`src/rtl/mux4_rr_arbiter.sv`:
```
// Round-robin arbiter and sequencer for a shared 4:1 bit mux: grants one source
// at a time, drives the mux select, and registers the selected bit with a valid flag.
module mux4_rr_arbiter #(
  parameter int unsigned MAX_HOLD = 8
) (
  input  logic       CLK,
  input  logic       RESET_N,
  input  logic [3:0] REQ,
  input  logic [3:0] LAST,
  input  logic       A,
  input  logic       B,
  input  logic       C,
  input  logic       D,
  output logic       CTRL1,
  output logic       CTRL2,
  output logic [3:0] GNT,
  output logic       BUSY,
  output logic       OUT,
  output logic       OUT_VALID
);

  typedef enum logic {
    ST_IDLE  = 1'b0,
    ST_GRANT = 1'b1
  } state_t;

  state_t     r_state;
  logic [1:0] r_ptr;
  logic [1:0] r_sel;
  logic [3:0] r_gnt;
  logic [7:0] r_hold;
  logic       r_out;
  logic       r_valid;

  logic [3:0] w_data;
  logic [1:0] w_scan_base;
  logic       w_win_found;
  logic [1:0] w_win_idx;
  logic       w_req_g;
  logic       w_last_g;
  logic       w_timeout;
  logic       w_release;

  assign w_data   = {D, C, B, A};
  assign w_req_g  = REQ[r_sel];
  assign w_last_g = LAST[r_sel];

  // While granted, arbitration only matters on release, when the pointer moves past g.
  assign w_scan_base = (r_state == ST_GRANT) ? (r_sel + 2'd1) : r_ptr;

  // Scan downward so the index closest to the base is the last (winning) assignment.
  always_comb begin
    w_win_found = 1'b0;
    w_win_idx   = w_scan_base;
    for (int k = 3; k >= 0; k--) begin
      if (REQ[w_scan_base + 2'(k)]) begin
        w_win_found = 1'b1;
        w_win_idx   = w_scan_base + 2'(k);
      end
    end
  end

  assign w_timeout = (({1'b0, r_hold} + 9'd1) == 9'(MAX_HOLD));
  assign w_release = !w_req_g || w_last_g || w_timeout;

  always_ff @(posedge CLK or negedge RESET_N) begin
    if (!RESET_N) begin
      r_state <= ST_IDLE;
      r_ptr   <= 2'd0;
      r_sel   <= 2'd0;
      r_gnt   <= 4'b0000;
      r_hold  <= 8'd0;
      r_out   <= 1'b0;
      r_valid <= 1'b0;
    end else begin
      case (r_state)
        ST_IDLE: begin
          r_valid <= 1'b0;
          if (w_win_found) begin
            r_state <= ST_GRANT;
            r_sel   <= w_win_idx;
            r_gnt   <= 4'b0001 << w_win_idx;
            r_hold  <= 8'd0;
          end
        end
        ST_GRANT: begin
          r_valid <= w_req_g;
          if (w_req_g) begin
            r_out <= w_data[r_sel];
          end
          r_hold <= r_hold + 8'd1;
          if (w_release) begin
            r_ptr <= r_sel + 2'd1;
            if (w_win_found) begin
              r_sel  <= w_win_idx;
              r_gnt  <= 4'b0001 << w_win_idx;
              r_hold <= 8'd0;
            end else begin
              r_state <= ST_IDLE;
              r_gnt   <= 4'b0000;
            end
          end
        end
        default: begin
          r_state <= ST_IDLE;
          r_gnt   <= 4'b0000;
          r_valid <= 1'b0;
        end
      endcase
    end
  end

  assign CTRL1     = r_sel[1];
  assign CTRL2     = r_sel[0];
  assign GNT       = r_gnt;
  assign BUSY      = (r_state == ST_GRANT);
  assign OUT       = r_out;
  assign OUT_VALID = r_valid;

endmodule

```
`config.mk`:
```
export PLATFORM = sky130hd
export DESIGN_NAME = mux4_rr_arbiter
export DESIGN_NICKNAME = d
export VERILOG_FILES = /design/src/rtl/mux4_rr_arbiter.sv
export SDC_FILE = /design/constraint.sdc
export NUM_CORES = 1
export LEC_CHECK = 0
export CAP_MARGIN = 15
export CORE_MARGIN = 4
export CORE_UTILIZATION = 50
export CTS_CLUSTER_SIZE = 20
export DETAILED_ROUTE_END_ITERATION = 10
export PLACE_DENSITY = 0.77
export RECOVER_POWER = 50
export SLEW_MARGIN = 20
export SYNTH_ARGS = -nofsm -noshare
export SYNTH_HDL_FRONTEND = slang
export SYNTH_SLANG_ARGS = --single-unit
```
`constraint.sdc`:
```
create_clock -name CLK -period 5.85 [get_ports CLK]
set_input_delay 0.585 -clock CLK [delete_from_list [all_inputs] [get_ports CLK]]
set_output_delay 0.585 -clock CLK [all_outputs]
set_load 0.01 [all_outputs]
```
==> After elaboration in Yosys (flattened, before gate mapping) <==
Index checks and enable logic that the tools add are counted.
{ "totals": {"regBits": 19, "input_bits": 14, "out_inout_bits": 9, "wordCells": 67} }
{ "classes": {"n_addsub": 6, "n_lt_le_gt_ge": 5, "eq_ne": 3, "shift": 1, "n_mux": 38, "n_bitwise": 1, "reduce_logical": 6} }
{ "ops": {"columns": ["op", "count"], "rows": [
  ["$mux W8", 3],
  ["$pmux W8 S2", 1],
  ["$lt A2 B3 Y1 const B", 5],
  ["$bmux W1 S2", 7],
  ["$mux W2", 7],
  ["$mux W1", 13],
  ["$mux W4", 3],
  ["$add A8 B1 Y9 const B", 1],
  ["$eq A9 B4 Y1 const B", 1],
  ["$add A8 B1 Y8 const B", 1],
  ["$pmux W4 S2", 1],
  ["$reduce_and A2 Y1", 3],
  ["$add A2 B1 Y2 const B", 2],
  ["$add A2 B2 Y2 const B", 2],
  ["$pmux W1 S2", 2],
  ["$pmux W2 S2", 1],
  ["$shl A1 B2 Y4 const A", 1],
  ["$logic_or A1 B1 Y1", 2],
  ["$ne A2 B1 Y1 const B", 1],
  ["$ne A2 B2 Y1 const B", 1],
  ["$logic_not A1 Y1", 1],
  ["$not A1 Y1", 1]
]} }

==> Longest topological paths before layout <==
Gate-level depths: netlist (run 1).
{ "depth": {"word_depth": 13, "ltp_mapped": 6} }

==> Worst setup path after synthesis (run 1) <==
Ideal clock, no wire load.
{ "synth_timing": {"kind": "input port to flip-flop", "from": "input port REQ[3]", "to": "register r_sel[1]", "setup_ns": 0.125, "t_arrival_ns": 1.847, "t_required_ns": 5.725, "path_slack_ns": 3.879, "path_stages": 5, "n_path_buf": 0, "path_cell_list": "mux4_2 nor2b_4 and2_4 a21oi_4 mux2_2"} }
{ "synth_via": {"elab_chain_len": 9, "word_cells_on_any_way": 25, "cone_classes": "eq/ne: 1; mux: 21; reduce/logical: 3"} }
{ "synth_rtl": {"columns": ["element", "line_no", "rtl"], "rows": [
  ["start: declaration", "8", "input logic [3:0] REQ,"],
  ["$bmux W1 S2", "56", "if (REQ[w_scan_base + 2'(k)]) begin"],
  ["$mux W1 (not written as such)", "56", null],
  ["$mux W2 or $mux W1 (tied branches) (4 in series)", "56", null],
  ["$mux W2", "79, 94", null],
  ["$mux W2", "92", "if (w_release) begin"],
  ["$pmux W2 S2", "76", "case (r_state)"],
  ["end signal: assignment", "81", "r_sel <= w_win_idx;"],
  ["end signal: assignment", "95", "r_sel <= w_win_idx;"],
  ["end: declaration", "29", "logic [1:0] r_sel;"]
]} }
Several ways; a longest one is shown, not always the timed one. The select of a mux whose other input is x is not followed.
A chain may end at the register's enable or synchronous reset.

==> Final worst setup path (run 1) <==
{ "layout_timing": {"from": "register r_state (netlist: BUSY)", "to": "output port BUSY"} }
{ "layout_rtl": {"columns": ["element", "line_no", "rtl"], "rows": [
  ["start: declaration", "27", "state_t r_state;"],
  ["start signal: assignment", "68", "r_state <= ST_IDLE;"],
  ["start signal: assignment", "80", "r_state <= ST_GRANT;"],
  ["start signal: assignment", "99", "r_state <= ST_IDLE;"],
  ["end: declaration", "17", "output logic BUSY,"]
]} }
No word-level cell between the ends.

==> flow_summary.ini, run 1 <==
[outcome]
status = finished, final reports clean

[timing]
slew_headroom_pct = 43.7
hold_viol_final = 0
fin_crit_ns = 2.45
layout_setup_ws_ns = 3.40
rsz0062_at_grt = no
period_share_pct = 41.9
skew_ns = 0.00506
setup_viol = 0
setup_tns_ns = 0
holdWs_ns = 0.517
worst_pin_slew_ns = 0.841
maxSlewViolCount = 0
fmax_mhz = 408

[worst_setup_path]
crit_chain = clkdlybuf4s50_1
worstSetupEndpointType = output port
path_max_fanout = 28
worst-path-buf-inv = 1
worst_path_dominant_cell_family = flip-flops
required_ns = 5.27
critPathLaunchType = flop
crit_type = flop to output port
cp_slowest_cell = dfrtp_1
cpPeakStageDelay_ns = 0.89
crit_arrival_ns = 1.87

[synth]
ys_seq_area_share_pct = 38.4
synth_cell_types = 38
synth_area_um2 = 1240
synth-edff-count = 0
ys_ff_latch = 19
syn_inst = 130
synthFlopType = dfrtp_1
synthArstFlopShare_pct = 100
ys_warn_count = 0
syn-num-nets = 145
syn_area_per_cell_um2 = 9.53

[final_layout]
multi_input_area_um2 = 702
utilization_pct = 65.8
stdcell_count = 180
nets = 168
fill_cells = 193
seq_area_um2 = 475
final_area_um2 = 1500
layout_commonest_cell = dfrtp_1
final_cell_mix = 19 x dfrtp_1, 17 x clkdlybuf4s50_1, 16 x nor2_1
diodes = 0
drive_above_1_share_pct = 12.5
syn_to_final_growth_pct = 20.9

[power]
p_per_area_nw_per_um2 = 387
irDropWorstVdd_uv = 275
p_leak_nw = 0.592
power_uw = 580

[floorplanning]
dieArea_um2 = 3340
ios = 23
die_h_um = 57.8
die-width_um = 57.8
coreArea_um2 = 2280
initial_core_util_pct = 54.4
placementRows = 17

[clock_tree]
cts_root_buf = clkbuf_4
cts_resized = 0
cts_buffers = 3
cts-htree-levels = 1
clock-sinks = 19
tritoncts = built
post_cts_buffers = 0
cts_hold_buffers = 0
cts_buffer_depth = 2
clock_insertion_delay_worst_skew_ns = 0.31
clk_pin_slew_ns = 0.11

[grt]
grt_pass1_wl_mm = 4.69
grt_pass1_vias = 1027
grt_remaining_overflow = 0
grt_start_max_net_pins = 29
grt_use_total_pct = 18.3
antenna_found_initial = 0

[route]
postRouteAntennaNets = 0
vias = 1044
wl_per_cell_um = 15.0
drc = 0
drt_iter0_markers = 21
drt-vias-per-instance = 5.80
dr.pass1.iters = 4
routed_wl_mm = 2.71

[placement]
place_ws_ns = 3.21
portBuffers = 22
placed_area_um2 = 1470
dp_cells = 176
routabilityCongestion = 0.745
post-dp-hpwl_mm = 2.11

[hold_path]
min_path_type = flop to flop

[job]
max_cap_violations = 0
-- cells by family (layout without fill, tap and decap cells) --
group / after synthesis / after routing / synth area share [%]
muxes: 9 / 9 / 10.7
adders and majority gates: 1 / 1 / 1.01
and+or+nand+nor: 47 / 47 / 19.1
buffers and inverters: 14 / 36 / 4.95
AOI/OAI and AO/OA: 33 / 33 / 20.9
DFF: 19 / 19 / 38.4
xor gates and xnor gates: 7 / 7 / 4.95
-- flip-flops by register name, indices dropped and copies added (netlist names) --
signal and count:
OUT_VALID 1, GNT 4, BUSY 1, r_sel 2, OUT 1, r_hold 8, r_ptr 2
-- layout make-up --
class / instances / area share, %
clock buffer: 3 / 1.50
clock inverter: 1 / 0.334
inverter: 10 / 2.51
multi-input combinational: 97 / 46.9
sequential: 19 / 31.7
tap: 28 / 2.34
timing repair buffer: 22 / 14.7
-- path summary, 6_finish.rpt --
path / from / cells past startpoint / end / slack [ns]
max reg2reg: BUSY / 5 / GNT[0] / 3.51
min: GNT[3] / 1 / GNT[3] / 0.52
max in group asynchronous: RESET_N / 1 / r_sel[1] / 4.52
max: BUSY / 1 / BUSY / 3.40
min in group asynchronous: RESET_N / 1 / r_hold[2] / 0.81
min reg2reg: GNT[3] / 1 / GNT[3] / 0.52
-- worst register-to-register path: cells and delay by family (launching register included) --
| kind | cells | cell delay [ns] |
|---|---|---|
| AOI/OAI and AO/OA | 2 | 0.64 |
| DFF | 1 | 0.89 |
| muxes | 1 | 0.39 |
| and+or+nand+nor | 2 | 0.34 |
-- where the power goes --
group	switching [mW]	leakage [nW]	internal (mW)	total, mW
logic	0.134	0.333	0.160	0.295
clock network	0.0429	0.0177	0.0255	0.0685
registers	0.0462	0.241	0.171	0.217
total	0.223	0.592	0.357	0.580
-- cell usage after synthesis, types with 2 or more instances --
master     n  share of area [%]
a21oi_1   11                4.4
a31oi_1    2                1.0
a32o_1     2                1.6
and2_1     2                1.0
clkbuf_1   2               0.61
dfrtp_1   19                 38
inv_1     10                3.0
mux2_2     4                3.6
mux2i_1    2                1.6
mux4_2     3                5.5
nand2_1   13                3.9
nand2b_1   3                1.5
nand3_1    4                1.6
nor2_1    16                4.8
nor2b_1    2                1.0
nor3_1     4                1.6
o21ai_0    2               0.81
o22ai_1    3                1.5
o32ai_1    2                1.4
xnor2_1    4                2.8
xor2_1     3                2.1
-- per-layer routing --
metal,GRT usage [%],up-vias,wire length [µm]
li1,-,507,-
met1,24.1,509,1230
met2,29.7,23,1340
met3,4.01,5,89
met4,5.96,0,44
met5,0,-,0
(Power assumes the default switching activity.)
==> inputs of run 2 (changes only) <==
- CORE_UTILIZATION: 50 -> 46
- PLACE_DENSITY: 0.77 -> 0.74
- clock period: 5.85 -> 2.15 ns (I/O delays scaled with it)
==> flow_summary.ini, run 2 (synthesis gave the netlist of run 1 again) <==
[outcome]
status = finished, final reports clean

[timing]
period_share_pct = 94.0
slew_headroom_pct = 28.2
fmax_mhz = 495
layout_setup_ws_ns = 0.130
fin_crit_ns = 2.02
setup_viol = 0
hold_viol_final = 0
setup_tns_ns = 0
skew_ns = 0.00945
maxSlewViolCount = 0
worst_pin_slew_ns = 1.08
rsz0062_at_grt = no

[final_layout]
top_register = r_hold
final_cell_mix = 19 x clkdlybuf4s50_1, 17 x dfrtp_1, 16 x nor2_1
seq_area_um2 = 478
stdcell_count = 192
largest_register_ffs = 8
multi_input_area_um2 = 702
layout_commonest_cell = clkdlybuf4s50_1
diodes = 0
syn_to_final_growth_pct = 27.1
drive_above_1_share_pct = 18.5
fill_cells = 224
nets = 178

[clock_tree]
cts-htree-levels = 1
cts_buffer_depth = 2
cts_root_buf = clkbuf_4
clk_pin_slew_ns = 0.12
tritoncts = built
cts_buffers = 3
clock_insertion_delay_worst_skew_ns = 0.31
cts_hold_buffers = 0
clock-sinks = 19
cts_resized = 0
post_cts_buffers = 0

[grt]
grt_pass1_wl_mm = 4.84
grt_use_total_pct = 17.8
antenna_found_initial = 0
grt_start_max_net_pins = 23
grt_remaining_overflow = 0
grt_pass1_vias = 1076

[placement]
portBuffers = 22
post-dp-hpwl_mm = 2.17
dp_cells = 188
routabilityCongestion = 0.800
place_ws_ns = 0.0461

[route]
drt_iter0_markers = 28
routed_wl_mm = 2.93
postRouteAntennaNets = 0
wl_per_cell_um = 15.2
dr.pass1.iters = 4
drt-vias-per-instance = 5.70
drc = 0
vias = 1095

[floorplanning]
dieArea_um2 = 3590
placementRows = 18
initial_core_util_pct = 49.1
ios = 23
die-width_um = 59.9
die_h_um = 59.9
coreArea_um2 = 2520

[power]
internal_power_mw = 1.02
pwr-share-seq_pct = 35.3
pwr-share-comb_pct = 53.3
p_leak_nw = 0.632
irDropWorstVdd_uv = 846
netSwitchingPower_uw = 623
swShare_pct = 37.9
p_per_area_nw_per_um2 = 1040
clkPwrFrac_pct = 11.4

[hold_path]
min_path_type = flop to flop

[worst_setup_path]
crit_arrival_ns = 2.23
path_max_fanout = 7
worstSetupEndpointType = flop
critPathLaunchType = flop
crit_type = flop to flop
required_ns = 2.36

[job]
max_cap_violations = 0
[run 2: final cells by class]
cell class / instances / area share [%]
clock buffers: 3 / 1.43
well taps: 30 / 2.38
inverters: 10 / 2.38
repair buffers: 32 / 18.5
flip-flops and latches: 19 / 30.4
multi-input cells: 97 / 44.6
clock inverters: 1 / 0.318
[run 2: worst paths after layout]
path                       slack (ns)  startpoint  cells past startpoint   endpoint
setup / recovery                 0.13    r_sel[0]                      5   r_ptr[0]
hold / removal                   0.51      GNT[2]                      1     GNT[2]
setup reg to reg                 0.13    r_sel[0]                      5   r_ptr[0]
hold reg to reg                  0.51      GNT[2]                      1     GNT[2]
max in group asynchronous        0.82     RESET_N                      2  r_hold[0]
min in group asynchronous        0.61     RESET_N                      2     GNT[2]
[run 2: critical path, stage by stage, from the launching register on]
cell and delay (ns):
dfrtp_1 0.54, mux4_2 0.58, nor2b_4 0.17, inv_1 0.05, o21ai_1 0.22, mux2_2 0.36
[run 2: power by group through the flow]
| stage | logic [mW] | registers [mW] | clock network, mW |
|---|---|---|---|
| 2_1_floorplan | 0.560 | 0.581 | 0 |
| 3_3_place_gp | 0.855 | 0.578 | 0 |
| 3_5_place_dp | 0.879 | 0.585 | 0 |
| 4_1_cts | 0.886 | 0.579 | 0.192 |
| 5_1_grt | 0.957 | 0.598 | 0.206 |
| 6_report | 0.876 | 0.581 | 0.188 |
[run 2: routing by layer]
layer	up-vias	wire length, µm	global-route usage (%)
li1	531	-	-
met1	527	1310	24.5
met2	30	1440	28.1
met3	7	121	1.94
met4	0	57	7.91
met5	-	0	0
[run 2: per-stage QoR]
| step | hold WS, ns | utilization [%] | instance area [µm²] | total power [mW] |
|---|---|---|---|---|
| 2_1_floorplan | -0.0806 | - | 1240 | 1.14 |
| 3_3_place_gp | 0.482 | 61.4 | 1550 | 1.43 |
| 3_5_place_dp | 0.489 | 61.4 | 1550 | 1.46 |
| 4_1_cts | 0.235 | 62.5 | 1580 | 1.66 |
| 5_1_grt | 0.546 | 62.4 | 1570 | 1.76 |
| 6_report | 0.509 | 62.4 | 1570 | 1.64 |
